`src/rtl/bit_serializer_pkg.sv`:
```
// Shared types and sizing helpers for the bit serializer and its FIFO.
package bit_serializer_pkg;

  typedef enum logic {IDLE = 1'b0, SHIFT = 1'b1} state_t;

  localparam int DATA_W_DEF     = 8;
  localparam int FIFO_DEPTH_DEF = 4;

  // Width of a counter able to hold 0..depth inclusive.
  function automatic int cnt_w(input int depth);
    return $clog2(depth + 1);
  endfunction

  localparam int CNT_W_DEF = cnt_w(FIFO_DEPTH_DEF);

endpackage

```
`src/rtl/sync_fifo.sv`:
```
// Single-clock FIFO; push is ignored while full and pop while empty.
module sync_fifo
  import bit_serializer_pkg::*;
#(
  parameter int WIDTH = DATA_W_DEF,
  parameter int DEPTH = FIFO_DEPTH_DEF
) (
  input  logic                      clk,
  input  logic                      reset,
  input  logic                      push,
  input  logic                      pop,
  input  logic [WIDTH-1:0]          wdata,
  output logic [WIDTH-1:0]          rdata,
  output logic [cnt_w(DEPTH)-1:0]   count,
  output logic                      full,
  output logic                      empty
);
  localparam int AW = $clog2(DEPTH);
  localparam int CW = cnt_w(DEPTH);
  localparam logic [CW-1:0] FULL_CNT = CW'(DEPTH);

  logic [WIDTH-1:0] mem [DEPTH];
  logic [AW-1:0]    wr_ptr, rd_ptr;
  logic             do_push, do_pop;

  // Full/empty come from the registered count, so a pop never frees room for a same-cycle push.
  assign full    = (count == FULL_CNT);
  assign empty   = (count == '0);
  assign do_push = push & ~full;
  assign do_pop  = pop & ~empty;
  assign rdata   = mem[rd_ptr];

  always_ff @(posedge clk) begin
    if (do_push) mem[wr_ptr] <= wdata;
  end

  always_ff @(posedge clk) begin
    if (reset) begin
      wr_ptr <= '0;
      rd_ptr <= '0;
      count  <= '0;
    end else begin
      if (do_push) wr_ptr <= wr_ptr + 1'b1;
      if (do_pop)  rd_ptr <= rd_ptr + 1'b1;
      case ({do_push, do_pop})
        2'b10:   count <= count + 1'b1;
        2'b01:   count <= count - 1'b1;
        default: count <= count;
      endcase
    end
  end

endmodule

```
`src/rtl/bit_serializer.sv`:
```
// Buffers parallel words and shifts them out one bit per clock, back to back.
module bit_serializer
  import bit_serializer_pkg::*;
#(
  parameter int DATA_W     = DATA_W_DEF,
  parameter int FIFO_DEPTH = FIFO_DEPTH_DEF,
  parameter bit MSB_FIRST  = 1'b1,
  parameter bit IDLE_BIT   = 1'b0
) (
  input  logic                           clk,
  input  logic                           reset,
  input  logic [DATA_W-1:0]              in_data,
  input  logic                           in_valid,
  output logic                           in_ready,
  output logic                           ser_bit,
  output logic                           ser_valid,
  output logic                           busy,
  output logic [cnt_w(FIFO_DEPTH)-1:0]   fifo_count
);
  localparam int BCW = (DATA_W > 1) ? $clog2(DATA_W) : 1;

  state_t            state, state_nxt;
  logic              pop, full, empty;
  logic [DATA_W-1:0] shreg, rdata;
  logic [BCW-1:0]    bit_cnt;

  sync_fifo #(.WIDTH(DATA_W), .DEPTH(FIFO_DEPTH)) u_fifo (
    .clk   (clk),
    .reset (reset),
    .push  (in_valid),
    .pop   (pop),
    .wdata (in_data),
    .rdata (rdata),
    .count (fifo_count),
    .full  (full),
    .empty (empty)
  );

  assign in_ready = ~full;
  assign busy     = (state == SHIFT) | ~empty;

  always_ff @(posedge clk) begin
    if (reset) state <= IDLE;
    else       state <= state_nxt;
  end

  // Reload on the last-bit cycle keeps the stream gap-free between words.
  always_comb begin
    state_nxt = state;
    pop       = 1'b0;
    case (state)
      IDLE: begin
        if (!empty) begin
          pop       = 1'b1;
          state_nxt = SHIFT;
        end
      end
      SHIFT: begin
        if (bit_cnt == '0) begin
          if (!empty) pop = 1'b1;
          else        state_nxt = IDLE;
        end
      end
      default: state_nxt = IDLE;
    endcase
  end

  always_ff @(posedge clk) begin
    if (reset) begin
      ser_valid <= 1'b0;
      ser_bit   <= IDLE_BIT;
      shreg     <= '0;
      bit_cnt   <= '0;
    end else begin
      if (state == SHIFT) begin
        ser_valid <= 1'b1;
        ser_bit   <= MSB_FIRST ? shreg[DATA_W-1] : shreg[0];
        shreg     <= MSB_FIRST ? (shreg << 1) : (shreg >> 1);
        bit_cnt   <= bit_cnt - 1'b1;
      end else begin
        ser_valid <= 1'b0;
        ser_bit   <= IDLE_BIT;
      end
      if (pop) begin
        shreg   <= rdata;
        bit_cnt <= BCW'(DATA_W - 1);
      end
    end
  end

endmodule

```
`config.mk`:
```
export PLATFORM = sky130hd
export DESIGN_NAME = bit_serializer
export DESIGN_NICKNAME = d
export VERILOG_FILES = /design/src/rtl/bit_serializer_pkg.sv /design/src/rtl/sync_fifo.sv /design/src/rtl/bit_serializer.sv
export SDC_FILE = /design/constraint.sdc
export NUM_CORES = 1
export LEC_CHECK = 0
export CAP_MARGIN = 25
export CORE_UTILIZATION = 51
export CTS_CLUSTER_SIZE = 40
export DETAILED_ROUTE_END_ITERATION = 12
export PLACE_DENSITY_LB_ADDON = 0.15
export SLEW_MARGIN = 20
export SYNTH_ARGS = -nofsm -noshare
export SYNTH_HDL_FRONTEND = slang
export SYNTH_SLANG_ARGS = --single-unit
```
`constraint.sdc`:
```
create_clock -name clk -period 2.05 [get_ports clk]
set_clock_uncertainty 0.05 [all_clocks]
set_input_delay 0.3075 -clock clk [delete_from_list [all_inputs] [get_ports clk]]
set_output_delay 0.3075 -clock clk [all_outputs]
set_load 0.05 [all_outputs]
```
==> metrics.yaml, run 1 <==
yosys:
  yosysUniqueCellTypes: 30
  synth-edff-count: 32
  yosysSeqAreaShare_pct: 63.11
  yosysMostFrequentCell: "edfxtp_1"
  synth.avg_cell_area_um2: 14.08
  synth-seq-cells: 55
  syn-cell-area_mm2: 0.002252
  yosysWarnings: 0
  synth_commonest_cells: "edfxtp_1, dfxtp_1, nor2_1"
  synthTopCellsByArea: "edfxtp_1, dfxtp_1, mux4_2, a211oi_2, ha_1"
  synth_fp_nets: 179
  synth_top_flop_cell: "edfxtp_1"
  post-synth-top-area-cell: "edfxtp_1"
  synth_top_area_share_pct: 42.67
  synthArstFlopShare_pct: 0
  synth_cells: 160
sta:
  fin_crit_sh_pct: 105.4
  rsz0062_at_grt: "true"
  finalSetupTns_ns: -0.1105
  drv_slew: 0
  worst_pin_slew_ns: 0.5097
  hold_viol: 0
  fmax_mhz: 462.8
  setup_viol: 1
  max-slew-margin-rel_pct: 65.92
  finalCriticalPeriod_ns: 2.161
  timing.final.ws_setup_ns: -0.1105
route:
  routedWlPerCell_um: 15.44
  ant_nets: 0
  drt_wl_total_um: 3783
  drt-pass1-iter-count: 4
  drcViolationCount: 0
  vias_per_cell: 5.310
  vias: 1301
  first_iter_violations: 89
grt:
  track_usage_pct: 19.58
  grt_max_degree: 22
  antenna_found_initial: 0
  grt_overflow_total: 0
  grt_pass1_vias: 1355
  grt_pass1_wl_um: 6306
pwr:
  clkPwrFrac_pct: 14.1
  p_sw_share_pct: 38.07
  p_int_mw: 2.578
  peakVddDrop_mv: 0.7195
  combPwrFrac_pct: 48.9
  power.switching_mw: 1.584
  pwr_density_cell_mw_per_mm2: 1535
  leakage_nw: 0.9846
  power.share.sequential_pct: 37.0
clock_network:
  clkLatencyLatePin_ns: 0.30
  cts_tree: "done"
  cts.sinks: 55
  postCtsHoldBufs: 0
  clk_pin_slew_ns: 0.10
  numCtsBuffers: 5
  h-tree-depth: 2
  clockRootBuffer: "clkbuf_8"
  clockBufferDepth: 2
layout:
  drive_gt1_share_pct: 31.79
  fin_area_mm2: 0.002711
  syn_to_final_growth_pct: 20.39
  nets: 213
  antenna_cells: 0
  post-route-util_pct: 65.89
placed_design:
  routabilityCongestion: 0.7239
  io_buffers: 17
  dpl_cell_area_mm2: 0.002582
  dp_hpwl_um: 2651
critical_path:
  start_kind: "flop"
  arrival_ns: 2.34
  crit_required_ns: 2.23
  worstSetupPathType: "reg2reg"
  cp-end-kind: "flop"
  worst-path-max-fanout: 2
die:
  start_util_pct: 54.73
  rows: 23
  coreArea_mm2: 0.004115
  fp.dieH_um: 68.45
  die_area_mm2: 0.004685
  num_io_pins: 18
  die_x_um: 68.45
run:
  drv_cap: 0
run_status:
  outcome: "complete, but fails checks"
  violations: "negative setup slack"
min_path:
  hp-class: "reg2reg"
per-layer routing:
layer | part of all wire [%] | GRT usage, %
met2 | 51 | 33.21
met5 | 0 | 0
met4 | 0.61 | 9.115
met3 | 2.6 | 4.000
met1 | 45 | 23.77
cell families after synthesis:
group	share of synthesized area, %
AOI/OAI and AO/OA	9.056
muxes	8.000
and+or+nand+nor	8.778
xor gates and xnor gates	2.722
buffers and inverters	3.555
adders and majority gates	4.778
DFF	63.11
worst max-delay path, stage by stage (launching register included):
cell	delay, ns
dfxtp_4	0.35
or3b_4	0.39
and2_4	0.16
inv_4	0.06
ha_4	0.12
inv_2	0.03
fa_2	0.32
xor2_1	0.15
or3_1	0.33
a21oi_2	0.13
final cells by class:
class                           instances  area (um^2)
Clock buffer                            6        72.57
Clock inverter                          2        17.52
Fill cell                             308         1404
Inverter                               11        48.80
Multi-Input combinational cell         88        783.3
Sequential cell                        55         1430
Tap cell                               50        62.56
Timing Repair Buffer                   33        296.5
worst paths after layout:
| path | endpoint | startpoint | slack (ns) | cells past startpoint |
|---|---|---|---|---|
| worst max register to register | u_fifo.count[2] | u_fifo.count[0] | -0.11 | 9 |
| worst min register to register | ser_bit | shreg[7] | 0.43 | 1 |
| worst min-delay path | ser_bit | shreg[7] | 0.43 | 1 |
| worst max-delay path | u_fifo.count[2] | u_fifo.count[0] | -0.11 | 9 |
power groups by stage:
stage               logic (mW)  clock network [mW]  registers (mW)
finish                    2.04               0.585            1.54
global route              2.23               0.655            1.57
CTS                       2.03               0.600            1.54
detailed placement        1.91                   0            1.57
global placement          1.84                   0            1.55
floorplan                 1.34                   0            1.63
flip-flops by register name, summed over array words and instances, names as in the netlist, named ones only:
signal         flops
ser_valid          1
u_fifo.mem        32
bit_cnt            3
shreg              8
u_fifo.count       3
state              1
u_fifo.rd_ptr      2
u_fifo.wr_ptr      2
ser_bit            1
placed cells by master (no fill, tap or decap), types with 3 or more instances in the layout:
| cell type | Yosys | routed |
|---|---|---|
| edfxtp_1 | 32 | 32 |
| dfxtp_1 | 23 | 20 |
| nor2_1 | 17 | 16 |
| buf_4 | 0 | 16 |
| clkdlybuf4s50_1 | 0 | 15 |
| nand2_1 | 10 | 10 |
| a21oi_1 | 12 | 10 |
| mux4_2 | 8 | 8 |
| inv_1 | 9 | 7 |
| a211oi_2 | 7 | 7 |
| ha_1 | 7 | 6 |
| clkbuf_8 | 0 | 5 |
| and3_1 | 4 | 4 |
| xor2_1 | 4 | 4 |
| a21oi_2 | 1 | 3 |
| xnor2_1 | 3 | 3 |
through the flow:
stage          total power, mW  std cells  hold WS, ns  worst slack (ns)
2_1_floorplan            2.973        160       0.3315           -0.2894
3_3_place_gp             3.392        236       0.3961          -0.05110
3_5_place_dp             3.477        236       0.4176           -0.1606
4_1_cts                  4.173        245       0.4437           -0.1269
5_1_grt                  4.454        245       0.4549           -0.1737
6_report                 4.162        245       0.4312           -0.1105
repair_timing:
action,CTS,global route
setup buffers,1,0
pin swaps,1,1
setup endpoints to repair,2,3
gates resized for setup,7,3
Power figures use the tool's default switching activity.
==> inputs of run 2 (changes only) <==
--- a/config.mk
+++ b/config.mk
@@ -14,3 +14,4 @@
 export SYNTH_ARGS = -nofsm -noshare
 export SYNTH_HDL_FRONTEND = slang
 export SYNTH_SLANG_ARGS = --single-unit
+export TNS_END_PERCENT = 1
==> metrics.yaml, run 2 (synthesis gave the netlist of run 1 again) <==
grt:
  antenna_found_initial: 0  # unchanged
  grt_pass1_vias: 1345  # was 1355
  grt_pass1_wl_um: 6072  # was 6306 um
  track_usage_pct: 18.46  # was 19.58%
  grt_overflow_total: 0  # unchanged
  grt_max_degree: 22  # unchanged
min_path:
  hp-class: "reg2reg"  # unchanged
  hold_start: "shreg[7]"  # unchanged
  whs_endpoint: "ser_bit"  # unchanged
  hold_depth: 1  # unchanged
sta:
  max-slew-margin-rel_pct: 66.55  # was 65.92%
  timing.final.ws_setup_ns: -0.1331  # was -0.1105 ns
  finalSetupTns_ns: -0.2273  # was -0.1105 ns
  setup_viol: 2  # was 1
  fmax_mhz: 458.1  # was 462.8 MHz
  fin_crit_sh_pct: 106.5  # was 105.4%
  finalCriticalPeriod_ns: 2.183  # was 2.161 ns
  worst_pin_slew_ns: 0.5002  # was 0.5097 ns
  rsz0062_at_grt: "true"  # unchanged
  drv_slew: 0  # unchanged
  hold_viol: 0  # unchanged
critical_path:
  arrival_ns: 2.36  # was 2.34 ns
  max_stage_delay_ns: 0.39  # about the same
  crit_required_ns: 2.23  # about the same
  path_cells: "or3b_4 > and2_4 > inv_4 > ha_4 > inv_2 > fa_2 > xor2_1 > or3_1 > a21oi_2"  # unchanged
  critPathSlowestCell: "or3b_4"  # unchanged
  worstSetupPathType: "reg2reg"  # unchanged
  regToRegStartpoint: "u_fifo.count[0]"  # unchanged
  r2r-end: "u_fifo.count[2]"  # unchanged
  cp-end-kind: "flop"  # unchanged
  worst-path-max-fanout: 2  # unchanged
  start_kind: "flop"  # unchanged
  rrSetupSlack_ns: -0.13  # was -0.11 ns
  reg2reg_depth: 9  # unchanged
layout:
  largest_registers: "u_fifo.mem: 32 flops, shreg: 8 flops"  # unchanged
  seq_area_mm2: 0.001430  # unchanged
  layout_common_cells: "edfxtp_1, dfxtp_1, buf_4"  # was edfxtp_1, dfxtp_1, nor2_1, buf_4, clkdlybuf4s50_1
  num-fill-cells: 298  # was 308
  instances_no_fill: 245  # unchanged
  multi_input_area_um2: 779.5  # was 783.3 um^2
  regMostFlops: "u_fifo.mem"  # unchanged
  nets: 213  # unchanged
  drive_gt1_share_pct: 31.79  # unchanged
  final_common_cell: "edfxtp_1"  # unchanged
  largest_reg_flops: 32  # unchanged
  post-route-util_pct: 65.49  # was 65.89%
  syn_to_final_growth_pct: 19.67  # was 20.39%
  antenna_cells: 0  # unchanged
clock_network:
  numCtsBuffers: 5  # unchanged
  clockBufferDepth: 2  # unchanged
  cts.sinks: 55  # unchanged
  clockRootBuffer: "clkbuf_8"  # unchanged
  clk_pin_slew_ns: 0.10  # about the same
  cts_tree: "done"  # unchanged
  clkLatencyLatePin_ns: 0.30  # about the same
  h-tree-depth: 2  # unchanged
pwr:
  clkPwrFrac_pct: 14.5  # was 14.1%
  pwr_density_cell_mw_per_mm2: 1511  # was 1535 mW/mm^2
  p_int_mw: 2.525  # was 2.578 mW
  leakage_nw: 0.9835  # was 0.9846 nW
  peakVddDrop_mv: 0.6779  # was 0.7195 mV
  power.switching_mw: 1.547  # was 1.584 mW
  p_sw_share_pct: 38.00  # was 38.07%
  combPwrFrac_pct: 48.2  # was 48.9%
  power.share.sequential_pct: 37.3  # was 37.0%
route:
  drt-pass1-iter-count: 4  # unchanged
  drcViolationCount: 0  # unchanged
  vias: 1272  # was 1301
  first_iter_violations: 66  # was 89
  vias_per_cell: 5.192  # was 5.310
  ant_nets: 0  # unchanged
  drt_wl_total_um: 3589  # was 3783 um
  routedWlPerCell_um: 14.65  # was 15.44 um
run:
  drv_cap: 0  # unchanged
die:
  die_x_um: 68.45  # unchanged
  rows: 23  # unchanged
  start_util_pct: 54.73  # unchanged
  fp.dieH_um: 68.45  # unchanged
  die_area_mm2: 0.004685  # unchanged
  num_io_pins: 18  # unchanged
  coreArea_mm2: 0.004115  # unchanged
placed_design:
  io_buffers: 17  # unchanged
  dp_hpwl_um: 2601  # was 2651 um
  placed_cells: 237  # was 236
  routabilityCongestion: 0.7797  # was 0.7239
run_status:
  outcome: "complete, but fails checks"  # unchanged
  violations: "negative setup slack"  # unchanged
run 2: changes by cell type in the layout (fill, tap and decap cells not counted), sizes merged:
cell / previous run / this run
inv: 11 / 12
clkbuf: 6 / 5
run 2: timing repair:
| action | in CTS | in global routing |
|---|---|---|
| gates cloned | 0 | 0 |
| hold buffers | 0 | 0 |
| endpoints found under the setup margin | 2 | 3 |
| gates resized for setup | 3 | 3 |
| setup buffers | 0 | 0 |
run 2: worst max-delay path by stage:
stage / start / to / slack (ns) / cells after the start
after global routing: u_fifo.count[0] / u_fifo.count[2] / -0.20 / 9
after detailed placement: in_valid / u_fifo.count[2] / -0.17 / 9
after floorplan: u_fifo.count[2] / u_fifo.count[2] / -0.30 / 9
after CTS: u_fifo.count[0] / u_fifo.count[2] / -0.12 / 9
final: u_fifo.count[0] / u_fifo.count[2] / -0.13 / 9
after global placement: in_valid / u_fifo.count[2] / -0.06 / 9
run 2: worst max-delay path: cells and delay by family (launching register included):
family	cells	cell delay, ns
flip-flops	1	0.35
AND/OR/NAND/NOR	3	0.88
AO/OA/AOI/OAI	1	0.13
buffers and inverters	2	0.10
XOR/XNOR	1	0.15
adder cells (fa/ha/maj)	2	0.45
run 2: per-stage QoR:
step                      hold WS [ns]  worst slack [ns]  instance area (um^2)  power [mW]
after floorplan                 0.3315           -0.2967                  2281       2.968
after global placement          0.3965          -0.05962                  2590       3.403
after detailed placement        0.4060           -0.1691                  2590       3.468
after CTS                       0.4253           -0.1223                  2686       4.074
after global routing            0.4602           -0.2000                  2695       4.352
final                           0.4217           -0.1331                  2695       4.073
run 2: final cells by class:
class                      instances  share of cell area [%]
inverter                          11                   1.718
timing repair buffer              33                   10.58
tap                               50                   2.321
clock inverter                     3                  0.8357
sequential                        55                   53.06
multi-input combinational         88                   28.92
clock buffer                       5                   2.553
run 2: metal layers:
metal / wire length, um / global-route usage, %
met5: 0 / 0
met4: 56 / 8.333
met3: 116 / 5.000
met2: 1742 / 30.64
met1: 1674 / 22.31
run 2: power by group through the flow:
stage                     clock [mW]  sequential, mW  combinational [mW]
after global routing           0.651            1.55                2.15
after floorplan                    0            1.63                1.34
after global placement             0            1.53                1.87
after detailed placement           0            1.54                1.92
after CTS                      0.599            1.52                1.95
final                          0.591            1.52                1.96
